File: config.mk
export PLATFORM = sky130hd
export DESIGN_NAME = aes_mix_columns_seq
export DESIGN_NICKNAME = d
export VERILOG_FILES = /design/src/rtl/aes_pkg.sv /design/src/rtl/aes_mix_single_column.sv /design/src/rtl/aes_mix_columns_seq.sv
export SDC_FILE = /design/constraint.sdc
export NUM_CORES = 1
export LEC_CHECK = 0
export CAP_MARGIN = 20
export CORE_AREA = 3 3 153 155
export DETAILED_ROUTE_END_ITERATION = 10
export DIE_AREA = 0 0 156 158
export GPL_ROUTABILITY_DRIVEN = 1
export PLACE_DENSITY = 0.77
export SYNTH_ARGS = -nofsm -noshare
export SYNTH_HDL_FRONTEND = slang
export SYNTH_HIERARCHICAL = 1
export SYNTH_SLANG_ARGS = --single-unit
File: constraint.sdc
create_clock -name clk_i -period 5.05 [get_ports clk_i]
set_input_delay 1.2625 -clock clk_i [delete_from_list [all_inputs] [get_ports clk_i]]
set_output_delay 1.2625 -clock clk_i [all_outputs]
set_load 0.05 [all_outputs]
File: src/rtl/aes_pkg.sv
// Shared AES types and GF(2^8) helpers for the sequential MixColumns unit.
package aes_pkg;

  typedef enum logic [1:0] {
    CIPH_FWD = 2'b01,
    CIPH_INV = 2'b10
  } ciph_op_e;

  typedef enum logic [1:0] {
    IDLE = 2'd0,
    BUSY = 2'd1,
    DONE = 2'd2
  } mix_cols_seq_state_e;

  typedef logic [3:0][3:0][7:0] aes_state_t;  // [row][col]
  typedef logic [3:0][7:0]      aes_col_t;    // [row]

  // xtime: multiply by x modulo x^8+x^4+x^3+x+1
  function automatic logic [7:0] aes_mul2(input logic [7:0] a);
    return {a[6:0], 1'b0} ^ (a[7] ? 8'h1b : 8'h00);
  endfunction

  function automatic logic [7:0] aes_mul4(input logic [7:0] a);
    return aes_mul2(aes_mul2(a));
  endfunction

endpackage

File: src/rtl/aes_mix_single_column.sv
// One-column MixColumns / InvMixColumns, purely combinational.
module aes_mix_single_column
  import aes_pkg::*;
(
  input  ciph_op_e op_i,
  input  aes_col_t data_i,
  output aes_col_t data_o
);

  logic     inv;
  logic [7:0] u, v;
  aes_col_t pre;

  assign inv = (op_i == CIPH_INV);
  assign u   = aes_mul4(data_i[0] ^ data_i[2]);
  assign v   = aes_mul4(data_i[1] ^ data_i[3]);

  // InvMixColumns = MixColumns applied after a cheap {5,0,4,0} pre-mix,
  // so both directions share the forward xtime network.
  for (genvar i = 0; i < 4; i++) begin : g_row
    assign pre[i]    = data_i[i] ^ (inv ? ((i % 2 == 0) ? u : v) : 8'h00);
    assign data_o[i] = aes_mul2(pre[i] ^ pre[(i+1)%4]) ^ pre[(i+1)%4]
                     ^ pre[(i+2)%4] ^ pre[(i+3)%4];
  end

endmodule

File: src/rtl/aes_mix_columns_seq.sv
// Iterative MixColumns/InvMixColumns over the full state, ColsPerCycle columns per clock.
module aes_mix_columns_seq
  import aes_pkg::*;
#(
  parameter int ColsPerCycle = 1
) (
  input  logic                  clk_i,
  input  logic                  rst_i,
  input  logic                  clear_i,
  input  logic                  in_valid_i,
  output logic                  in_ready_o,
  input  ciph_op_e              op_i,
  input  logic [3:0][3:0][7:0]  state_i,
  output logic                  out_valid_o,
  input  logic                  out_ready_i,
  output logic [3:0][3:0][7:0]  state_o,
  output logic                  err_o,
  output logic                  busy_o
);

  if (!(ColsPerCycle == 1 || ColsPerCycle == 2 || ColsPerCycle == 4)) begin : g_bad_cfg
    $error("aes_mix_columns_seq: ColsPerCycle must be 1, 2 or 4");
  end

  localparam int         NumIter = 4 / ColsPerCycle;
  localparam logic [1:0] LastCol = 2'((NumIter - 1) * ColsPerCycle);

  mix_cols_seq_state_e fsm_q, fsm_d;
  aes_state_t          st_q, st_d;
  logic [1:0]          col_q, col_d;
  ciph_op_e            op_q, op_d;
  logic                err_q, err_d;
  logic                vld_q, vld_d;
  logic                accept;

  aes_col_t [ColsPerCycle-1:0]   col_in, col_out;
  logic [ColsPerCycle-1:0][1:0]  col_idx;

  for (genvar g = 0; g < ColsPerCycle; g++) begin : g_col
    assign col_idx[g] = col_q + 2'(g);
    for (genvar r = 0; r < 4; r++) begin : g_sel
      assign col_in[g][r] = st_q[r][col_idx[g]];
    end
    aes_mix_single_column u_col (
      .op_i   (op_q),
      .data_i (col_in[g]),
      .data_o (col_out[g])
    );
  end

  assign in_ready_o = !clear_i && (fsm_q == IDLE || (fsm_q == DONE && out_ready_i));
  assign accept     = in_valid_i && in_ready_o;

  always_comb begin
    fsm_d = fsm_q;
    st_d  = st_q;
    col_d = col_q;
    op_d  = op_q;
    err_d = err_q;
    vld_d = vld_q;
    if (clear_i) begin
      fsm_d = IDLE;
      st_d  = '0;
      col_d = '0;
      op_d  = ciph_op_e'(2'b00);
      err_d = 1'b0;
      vld_d = 1'b0;
    end else if (accept) begin
      fsm_d = BUSY;
      col_d = '0;
      op_d  = op_i;
      vld_d = 1'b0;
      if (op_i == CIPH_FWD || op_i == CIPH_INV) begin
        st_d  = state_i;
        err_d = 1'b0;
      end else begin
        st_d  = '0;
        err_d = 1'b1;
      end
    end else begin
      case (fsm_q)
        BUSY: begin
          // An illegal op spends a single cycle here with no column work.
          if (err_q) begin
            fsm_d = DONE;
            vld_d = 1'b1;
          end else begin
            for (int g = 0; g < ColsPerCycle; g++) begin
              for (int r = 0; r < 4; r++) begin
                st_d[r][col_idx[g]] = col_out[g][r];
              end
            end
            col_d = col_q + 2'(ColsPerCycle);
            if (col_q == LastCol) begin
              fsm_d = DONE;
              vld_d = 1'b1;
            end
          end
        end
        DONE: begin
          if (out_ready_i) begin
            fsm_d = IDLE;
            vld_d = 1'b0;
          end
        end
        default: ;
      endcase
    end
  end

  always_ff @(posedge clk_i or posedge rst_i) begin
    if (rst_i) begin
      fsm_q <= IDLE;
      st_q  <= '0;
      col_q <= '0;
      op_q  <= ciph_op_e'(2'b00);
      err_q <= 1'b0;
      vld_q <= 1'b0;
    end else begin
      fsm_q <= fsm_d;
      st_q  <= st_d;
      col_q <= col_d;
      op_q  <= op_d;
      err_q <= err_d;
      vld_q <= vld_d;
    end
  end

  assign state_o     = st_q;
  assign err_o       = err_q;
  assign out_valid_o = vld_q;
  assign busy_o      = (fsm_q != IDLE);

endmodule

==> results_dict.tcl <==
set metrics [dict create \
    status "complete, no violations" \
    synth_edf_count 0 \
    finClkSkew_ns 0.0106 \
    crit_family "XOR/XNOR gates" \
    ioPinCount 267 \
    total_power_uw 10700 \
    clockBufferDepth 2 \
    path_class "reg -> reg" \
    dpl.cell_count 1454 \
    stdcell_area_sq_um 13500 \
    place_area_sq_um 12800 \
    port_buffers 266 \
    drive_above_1_share_pct 10.2 \
    multi_input_area_sq_um 6150 \
    antenna_cells 0 \
    cp_max_fo 14 \
    async_reset_ff_share_pct 100 \
    fp.dieW_um 156 \
    holdBufCountCts 0 \
    ys_top_cells_by_area "dfrtp_1 34%, mux2i_1 9.7%, a22o_1 8.4%" \
    ant_nets 0 \
    crit_required_ns 5.41 \
    grt_pass1_vias 8838 \
    clk_root_buffer_cell "clkbuf_16" \
    syn-num-nets 1101 \
    clk_latency_ns 0.43 \
    syn_avg_cell_area_sq_um 10.3 \
    slew_violations 0 \
    final.setup.tns_ns 0 \
    powerDensity_nw_per_um2 793 \
    clk_pin_slew_ns 0.07 \
    die_h_um 158 \
    grt_util_all_layers_pct 28.3 \
    dpl.hpwl_um 25200 \
    cpMostUsedCell "xnor3_1" \
    cap_violations 0 \
    irDropWorstVdd_uv 486 \
    regArea_sq_um 3380 \
    critPathMaxStageDelay_ns 0.68 \
    start_util_pct 45.1 \
    die-area_sq_um 24600 \
    fin_nets 1336 \
    finalHoldViolations 0 \
    drt_first_pass_iters 5 \
    synth_top_area_share_pct 34.1 \
    cts_setup_buffers 0 \
    cts_max_level 4 \
    start_kind "flop" \
    cts_buffers 17 \
    num-fill-cells 1801 \
    antenna_found_initial 0 \
    core_area_sq_um 22000 \
    drt_wl_total_um 35200 \
    drc_errors 0 \
    hp-class "reg -> reg" \
    rsz0062_at_grt "false" \
    stdcell_count 1487 \
    yosysMostFrequentCell "nand2_1" \
    grt_max_degree 78 \
    fmax_ghz 0.229 \
    drt_iter0_drc 768 \
    postCtsResizedCells 0 \
    core.rowCount 54 \
    tightest_slew_ns 1.09 \
    yosys_warnings 6 \
    yosys.cell_types.count 36 \
    arrival_ns 4.72 \
    grt_pass1_wl_um 53000 \
    ys_ff_latch 135 \
    vias 8825 \
    synthCells 959 \
    synth_common_cells "205 x nand2_1, 135 x dfrtp_1, 96 x mux2i_1" \
    clock-sinks 135 \
    gp_congestion 0.946 \
    syn_to_final_growth_pct 36.4 \
    yosysTopAreaCell "dfrtp_1" \
    post-route-util_pct 61.5 \
    final-setup-viol-count 0 \
    p_leak_uw 0.00558 \
    crit_path_top_delay_cell "dfrtp_2" \
    end_kind "flop" \
    fin_crit_sh_pct 86.4 \
    ys_seq_area_share_pct 34.1 \
    crit_chain "buf_4, mux4_2, xnor2_1, nor2_1, xnor2_2, xnor3_1, xnor3_1, xor2_1, nand2_1, mux2i_1, a22o_1" \
    cts_tree "done" \
    period_needed_ns 4.36 \
    path_buf_inv 1 \
    grt_overflow 0 \
    ys.flop_type "dfrtp_1" \
    synth_area_sq_um 9900 \
    slew_headroom_pct 27.7 \
    vias_per_cell 5.93 \
    routedWlPerCell_um 23.7 \
]
==> worst paths after layout <==
kind,slack [ns],start,endpoint,cells after the start
min reg2reg,0.53,state_o[123],state_o[123],1
min in group asynchronous,1.26,rst_i,state_o[47],2
max in group asynchronous,2.93,rst_i,state_o[120],3
max reg2reg,0.69,col_q[0],state_o[89],11
max,0.69,col_q[0],state_o[89],11
min,0.53,state_o[123],state_o[123],1
==> sequential cells by signal, indices dropped and copies added, names as in the netlist <==
name     cells
err_o        1
fsm_q        2
state_o    128
op_q         2
col_q        2
==> per-stage QoR <==
stage,hold WS (ns),worst slack (ns)
detailed placement,0.519,0.809
finish,0.533,0.685
floorplan,0.510,0.176
CTS,0.534,0.687
global placement,0.511,0.821
global route,0.551,0.459
==> layer usage <==
layer  GRT usage (%)  wire length [um]  vias up
li1                -                 -     3868
met1            38.2             14300     4373
met2            45.4             16800      517
met3            6.21              3100       67
met4            9.42              1010        0
met5               0                 0        -
==> power breakdown <==
part / internal [uW] / leakage, uW / switching [uW]
clock: 895 / 0.000318 / 528
combinational: 3160 / 0.00345 / 4540
sequential: 1330 / 0.00181 / 254
total: 5390 / 0.00558 / 5330
==> area by class of cell <==
| cell class | instances | share of cell area, % |
|---|---|---|
| multi-input cells | 737 | 45.5 |
| flip-flops and latches | 135 | 25.0 |
| repair buffers | 295 | 21.7 |
| clock buffers | 18 | 3.25 |
| well taps | 280 | 2.59 |
| clock inverters | 14 | 1.62 |
| inverters | 8 | 0.259 |
==> cell families after synthesis <==
logic type | count (synthesis) | synth area share [%]
simple gates | 268 | 11.1
compound gates | 178 | 14.9
xor+xnor | 156 | 18.0
flops | 135 | 34.1
mux | 128 | 17.0
buf+inv | 87 | 3.96
fa+ha+maj | 7 | 0.885
==> cells in the final DEF (no fill, tap or decap), types with 2 or more instances in the layout <==
master / count
dfrtp_1: 134
nand2b_1: 5
nand2_1: 205
mux2i_1: 96
clkinv_2: 2
buf_12: 4
nand3_1: 29
a2bb2oi_1: 32
xor2_1: 37
ha_1: 7
buf_4: 25
nor2_1: 18
a221oi_4: 4
clkdlybuf4s50_1: 266
xnor2_1: 84
xor2_2: 2
o21ai_0: 4
inv_6: 5
clkinvlp_4: 2
a22o_1: 95
inv_1: 7
nor2_2: 6
xnor3_1: 22
mux4_2: 32
xnor2_2: 8
clkbuf_16: 17
bufinv_16: 5
a21oi_1: 38
(Power assumes the default switching activity.)
